**config.mk**
```make
export PLATFORM = sky130hd
export DESIGN_NAME = queue_reader
export DESIGN_NICKNAME = d
export VERILOG_FILES = /design/src/rtl/queue_reader.sv
export SDC_FILE = /design/constraint.sdc
export NUM_CORES = 1
export LEC_CHECK = 0
export ABC_AREA = 1
export CORE_UTILIZATION = 48
export CTS_CLUSTER_DIAMETER = 80
export DETAILED_ROUTE_END_ITERATION = 8
export PLACE_DENSITY = 0.79
export SLEW_MARGIN = 20
export SYNTH_ARGS = -nofsm -noshare
export SYNTH_HDL_FRONTEND = slang
export SYNTH_SLANG_ARGS = --single-unit
export TNS_END_PERCENT = 50
```
**constraint.sdc**
```tcl
create_clock -name clk -period 2.7 [get_ports clk]
set_clock_uncertainty 0.2 [all_clocks]
set_input_delay 0.54 -clock clk [delete_from_list [all_inputs] [get_ports clk]]
set_output_delay 0.54 -clock clk [all_outputs]
set_load 0.05 [all_outputs]
```
**src/rtl/queue_reader.sv**
```systemverilog
// Drains a queue one entry at a time and forwards each entry downstream over a valid/ready handshake.
// Dequeue-to-out_valid latency is 2 cycles; out_data holds indefinitely while out_ready stays low.
module queue_reader (
  input  logic       clk,
  input  logic       rst,
  input  logic       start,
  input  logic       abort,
  input  logic [7:0] max_count,
  input  logic       q_nonempty,
  output logic       q_dequeue,
  input  logic [7:0] q_data,
  output logic       out_valid,
  input  logic       out_ready,
  output logic [7:0] out_data,
  output logic       busy,
  output logic       done,
  output logic [7:0] count
);

  typedef enum logic [2:0] {IDLE, FETCH, CAPTURE, SEND, FINISH} state_t;

  state_t     state;
  logic [7:0] limit;
  logic [7:0] outData;
  logic [7:0] cnt;
  logic [7:0] cntInc;

  assign cntInc = (cnt == 8'hFF) ? cnt : cnt + 8'd1;

  always_ff @(posedge clk or posedge rst) begin
    if (rst) begin
      state   <= IDLE;
      limit   <= 8'h00;
      outData <= 8'h00;
      cnt     <= 8'h00;
    end else if (abort && state != IDLE) begin
      // Abort wins over every other transition; the captured item is discarded.
      state   <= IDLE;
      outData <= 8'h00;
    end else begin
      case (state)
        IDLE: begin
          if (start && !abort) begin
            state <= FETCH;
            limit <= max_count;
            cnt   <= 8'h00;
          end
        end
        FETCH:   state <= q_nonempty ? CAPTURE : FINISH;
        CAPTURE: begin
          outData <= q_data;
          state   <= SEND;
        end
        SEND: begin
          if (out_ready) begin
            cnt   <= cntInc;
            state <= (limit != 8'h00 && cntInc == limit) ? FINISH : FETCH;
          end
        end
        FINISH:  state <= IDLE;
        default: state <= IDLE;
      endcase
    end
  end

  // The dequeue must fire in the same FETCH cycle that samples q_nonempty.
  assign q_dequeue = (state == FETCH) && q_nonempty;
  assign out_valid = (state == SEND);
  assign out_data  = outData;
  assign busy      = (state != IDLE);
  assign done      = (state == FINISH);
  assign count     = cnt;

endmodule
```
==> results.ini <==
[pwr]
power.ir.vdd_worst_mv = 0.497
comb_power_share = 0.543
power.sequential.fraction = 0.360
power_density_nw_per_um2 = 865
switching_share = 0.483
p_leak_nw = 0.987
power.net_switching_w = 0.000869
share_clk_of_total_power = 0.097
cellInternalPower_w = 0.000928

[cells_and_area]
antenna_diode_instance_count = 0
layout-drive-gt1-share = 0.0888
finish.utilization = 0.675
filler_cell_count = 277
final_nets = 283
flow.area_growth_from_synthesis_pct = 32.9

[status]
outcome = finished clean

[sta]
report.final.hold_viol_count = 0
final-setup-viol-count = 0
timing.final.crit_share = 0.944
max_slew.worst_pin.slew_ns = 0.554
rsz0062_at_grt = false
finalCriticalPeriod_ns = 2.55
slew_headroom = 0.628
finalSetupTns_ns = 0
fmaxAchievable_mhz = 392
timing.final.max_slew_violations = 0

[worst_setup_path]
critPathMaxFanout = 4
crit_arrival_ns = 1.81
cp-start-kind = flip-flop
worstReg2RegEnd = state[0]
timing.rr.start = count[0]
critical_path_required_ns = 1.96
crit_end_element = output pin
rr_worst_depth = 16
path_class = flip-flop to output pin
regToRegSetupSlack_ns = 0.43

[drt]
drt_iter0_drc = 119
route.detailed.vias_per_inst = 5.09
drt_pre_antenna_iters = 4
drcViolationCount = 0
drt-wirelength-per-cell_um = 11.5
detail_route.wirelength_um = 3490
count_of_vias_placed_by_the_detailed_router = 1542
routed_antenna_nets = 0

[clock_network]
tritoncts.num_buffers = 3
cts-root-to-sink-buffers = 2
tritoncts_clock_tree = built
post_cts.resized_instances = 0
post-cts-setup-buffer-count = 0
htree_levels = 1
clk_pin_slew_worst_paths_ns = 0.14
cts-root-buf = sky130_fd_sc_hd__clkbuf_4
worstSkewPairLatency_ns = 0.32
hold_fix_buffers_at_cts = 0
cts_num_sinks = 27

[die]
floorplan.rows = 20
num_io_pins = 42
placeableCoreArea_um2 = 3080
area_of_the_die_um2 = 3490
die_width_um = 59.1
initial_core_util = 0.508
die_h_um = 59.1

[synth]
syn-mean-instance-area_um2 = 7.31
distinct_cell_type_count_after_synthesis = 25
synth-async-reset-ratio = 1.00
synth_area_leader_cell = sky130_fd_sc_hd__dfrtp_1
synth.yosys.warnings = 0
mappedNetlistNets = 237
commonest_register_cell_after_synthesis = sky130_fd_sc_hd__dfrtp_1
synth_top_area_share = 0.432
seq_area_frac_synth = 0.432
number_of_synthesized_flops_with_an_enable_pin = 0
post-synth-top-count-cell = sky130_fd_sc_hd__nand2_1
flop_and_latch_count_out_of_synthesis = 27
postSynthCellCount = 214
yosys-top-cells-count = sky130_fd_sc_hd__nand2_1 (54), sky130_fd_sc_hd__nand3_1 (42), sky130_fd_sc_hd__dfrtp_1 (27)
post_synth_main_area_contributors = sky130_fd_sc_hd__dfrtp_1 (43%), sky130_fd_sc_hd__nand3_1 (13%), sky130_fd_sc_hd__nand2_1 (13%), sky130_fd_sc_hd__inv_1 (6.0%), sky130_fd_sc_hd__nor2_1 (3.6%)
post_synthesis_instance_area_um2 = 1560

[min_path]
hold_path.class = flip-flop to flip-flop
worstHoldPathCells = 2
holdPathEnd = out_data[4]
launch_point_of_the_worst_hold_path = out_data[4]

[global_route]
grt_first_pass_wirelength_um = 6020
maximum_number_of_pins_on_one_net_before_global_route_repair = 28
initial_antenna_violation_count = 0
groute.usage.overall = 0.226
aggregate_global_routing_overflow = 0
grt_pass1_vias = 1345

[placement]
detailed_placement_hpwl_um = 2730
port-buffer-count = 41
rd_place_congestion = 0.849

[flow_run]
cap_viol_max_count = 0

[worst max-delay path: stages, from the launching register on]
cell and delay (ns):
sky130_fd_sc_hd__dfrtp_1 0.43, sky130_fd_sc_hd__inv_1 0.09, sky130_fd_sc_hd__nor3_1 0.14, sky130_fd_sc_hd__clkdlybuf4s50_1 0.83
[power by group through the flow]
| stage | Combinational [W] | Sequential, W | Clock [W] |
|---|---|---|---|
| floorplan | 0.000485 | 0.000826 | 0 |
| global placement | 0.000959 | 0.000652 | 0 |
| detailed placement | 0.000975 | 0.000656 | 0 |
| CTS | 0.000978 | 0.000647 | 0.000181 |
| global route | 0.00107 | 0.000668 | 0.000196 |
| finish | 0.000975 | 0.000648 | 0.000175 |
[layout make-up]
class                   count  area (um^2)  area share
repair buffers             45          460       0.222
multi-input cells         154          752       0.362
well taps                  44         55.1      0.0265
flip-flops and latches     27          676       0.325
clock buffers               4         26.3      0.0126
inverters                  29          109      0.0524
[stage by stage]
| step | hold slack (ns) | cell area [um^2] | std cells | power (W) | setup WS (ns) |
|---|---|---|---|---|---|
| 2_1_floorplan | 0.325 | 1570 | 214 | 0.00131 | 0.438 |
| 3_3_place_gp | 0.283 | 2050 | 299 | 0.00161 | 0.438 |
| 3_5_place_dp | 0.292 | 2050 | 299 | 0.00163 | 0.433 |
| 4_1_cts | 0.327 | 2080 | 303 | 0.00181 | 0.128 |
| 5_1_grt | 0.358 | 2080 | 303 | 0.00193 | 0.0525 |
| 6_report | 0.318 | 2080 | 303 | 0.00180 | 0.151 |
[cells in the final DEF, fill, tap and decap left out, drive strengths merged]
cell | Yosys | routed
xnor2 | 1 | 1
nor3 | 2 | 2
nand4 | 4 | 4
clkdlybuf4s50 | 0 | 39
ha | 1 | 1
xor2 | 1 | 1
clkinv | 3 | 3
o21ai | 7 | 7
nor4 | 3 | 3
a21oi | 9 | 9
inv | 26 | 26
o22ai | 3 | 3
buf | 3 | 6
nor2 | 19 | 19
clkbuf | 1 | 4
nand2 | 61 | 61
nand3 | 43 | 43
dfrtp | 27 | 27
[logic make-up after synthesis]
kind of cell | synth area share
AO/OA/AOI/OAI | 0.0632
AND/OR/NAND/NOR | 0.394
XOR/XNOR | 0.0112
flip-flops | 0.432
buffers and inverters | 0.0912
adder cells (fa/ha/maj) | 0.00800
[flip-flops by register name, indices dropped and copies added (netlist names)]
signal    flops
limit         8
count         8
state         3
out_data      8
[worst max path at each step]
stage / slack [ns] / from / cells past startpoint / to
floorplan: 0.44 / count[1] / 15 / state[0]
global placement: 0.44 / q_nonempty / 4 / q_dequeue
detailed placement: 0.43 / q_nonempty / 4 / q_dequeue
CTS: 0.13 / state[2] / 3 / done
global route: 0.05 / state[2] / 3 / done
finish: 0.15 / state[2] / 3 / done
[routing by layer]
layer / up-vias / routed length (um) / GRT usage
li1: 795 / - / -
met1: 696 / 1750 / 0.345
met2: 47 / 1540 / 0.341
met3: 4 / 163 / 0.0240
met4: 0 / 34 / 0.0612
met5: - / 0 / 0
Power figures use the tool's default switching activity.
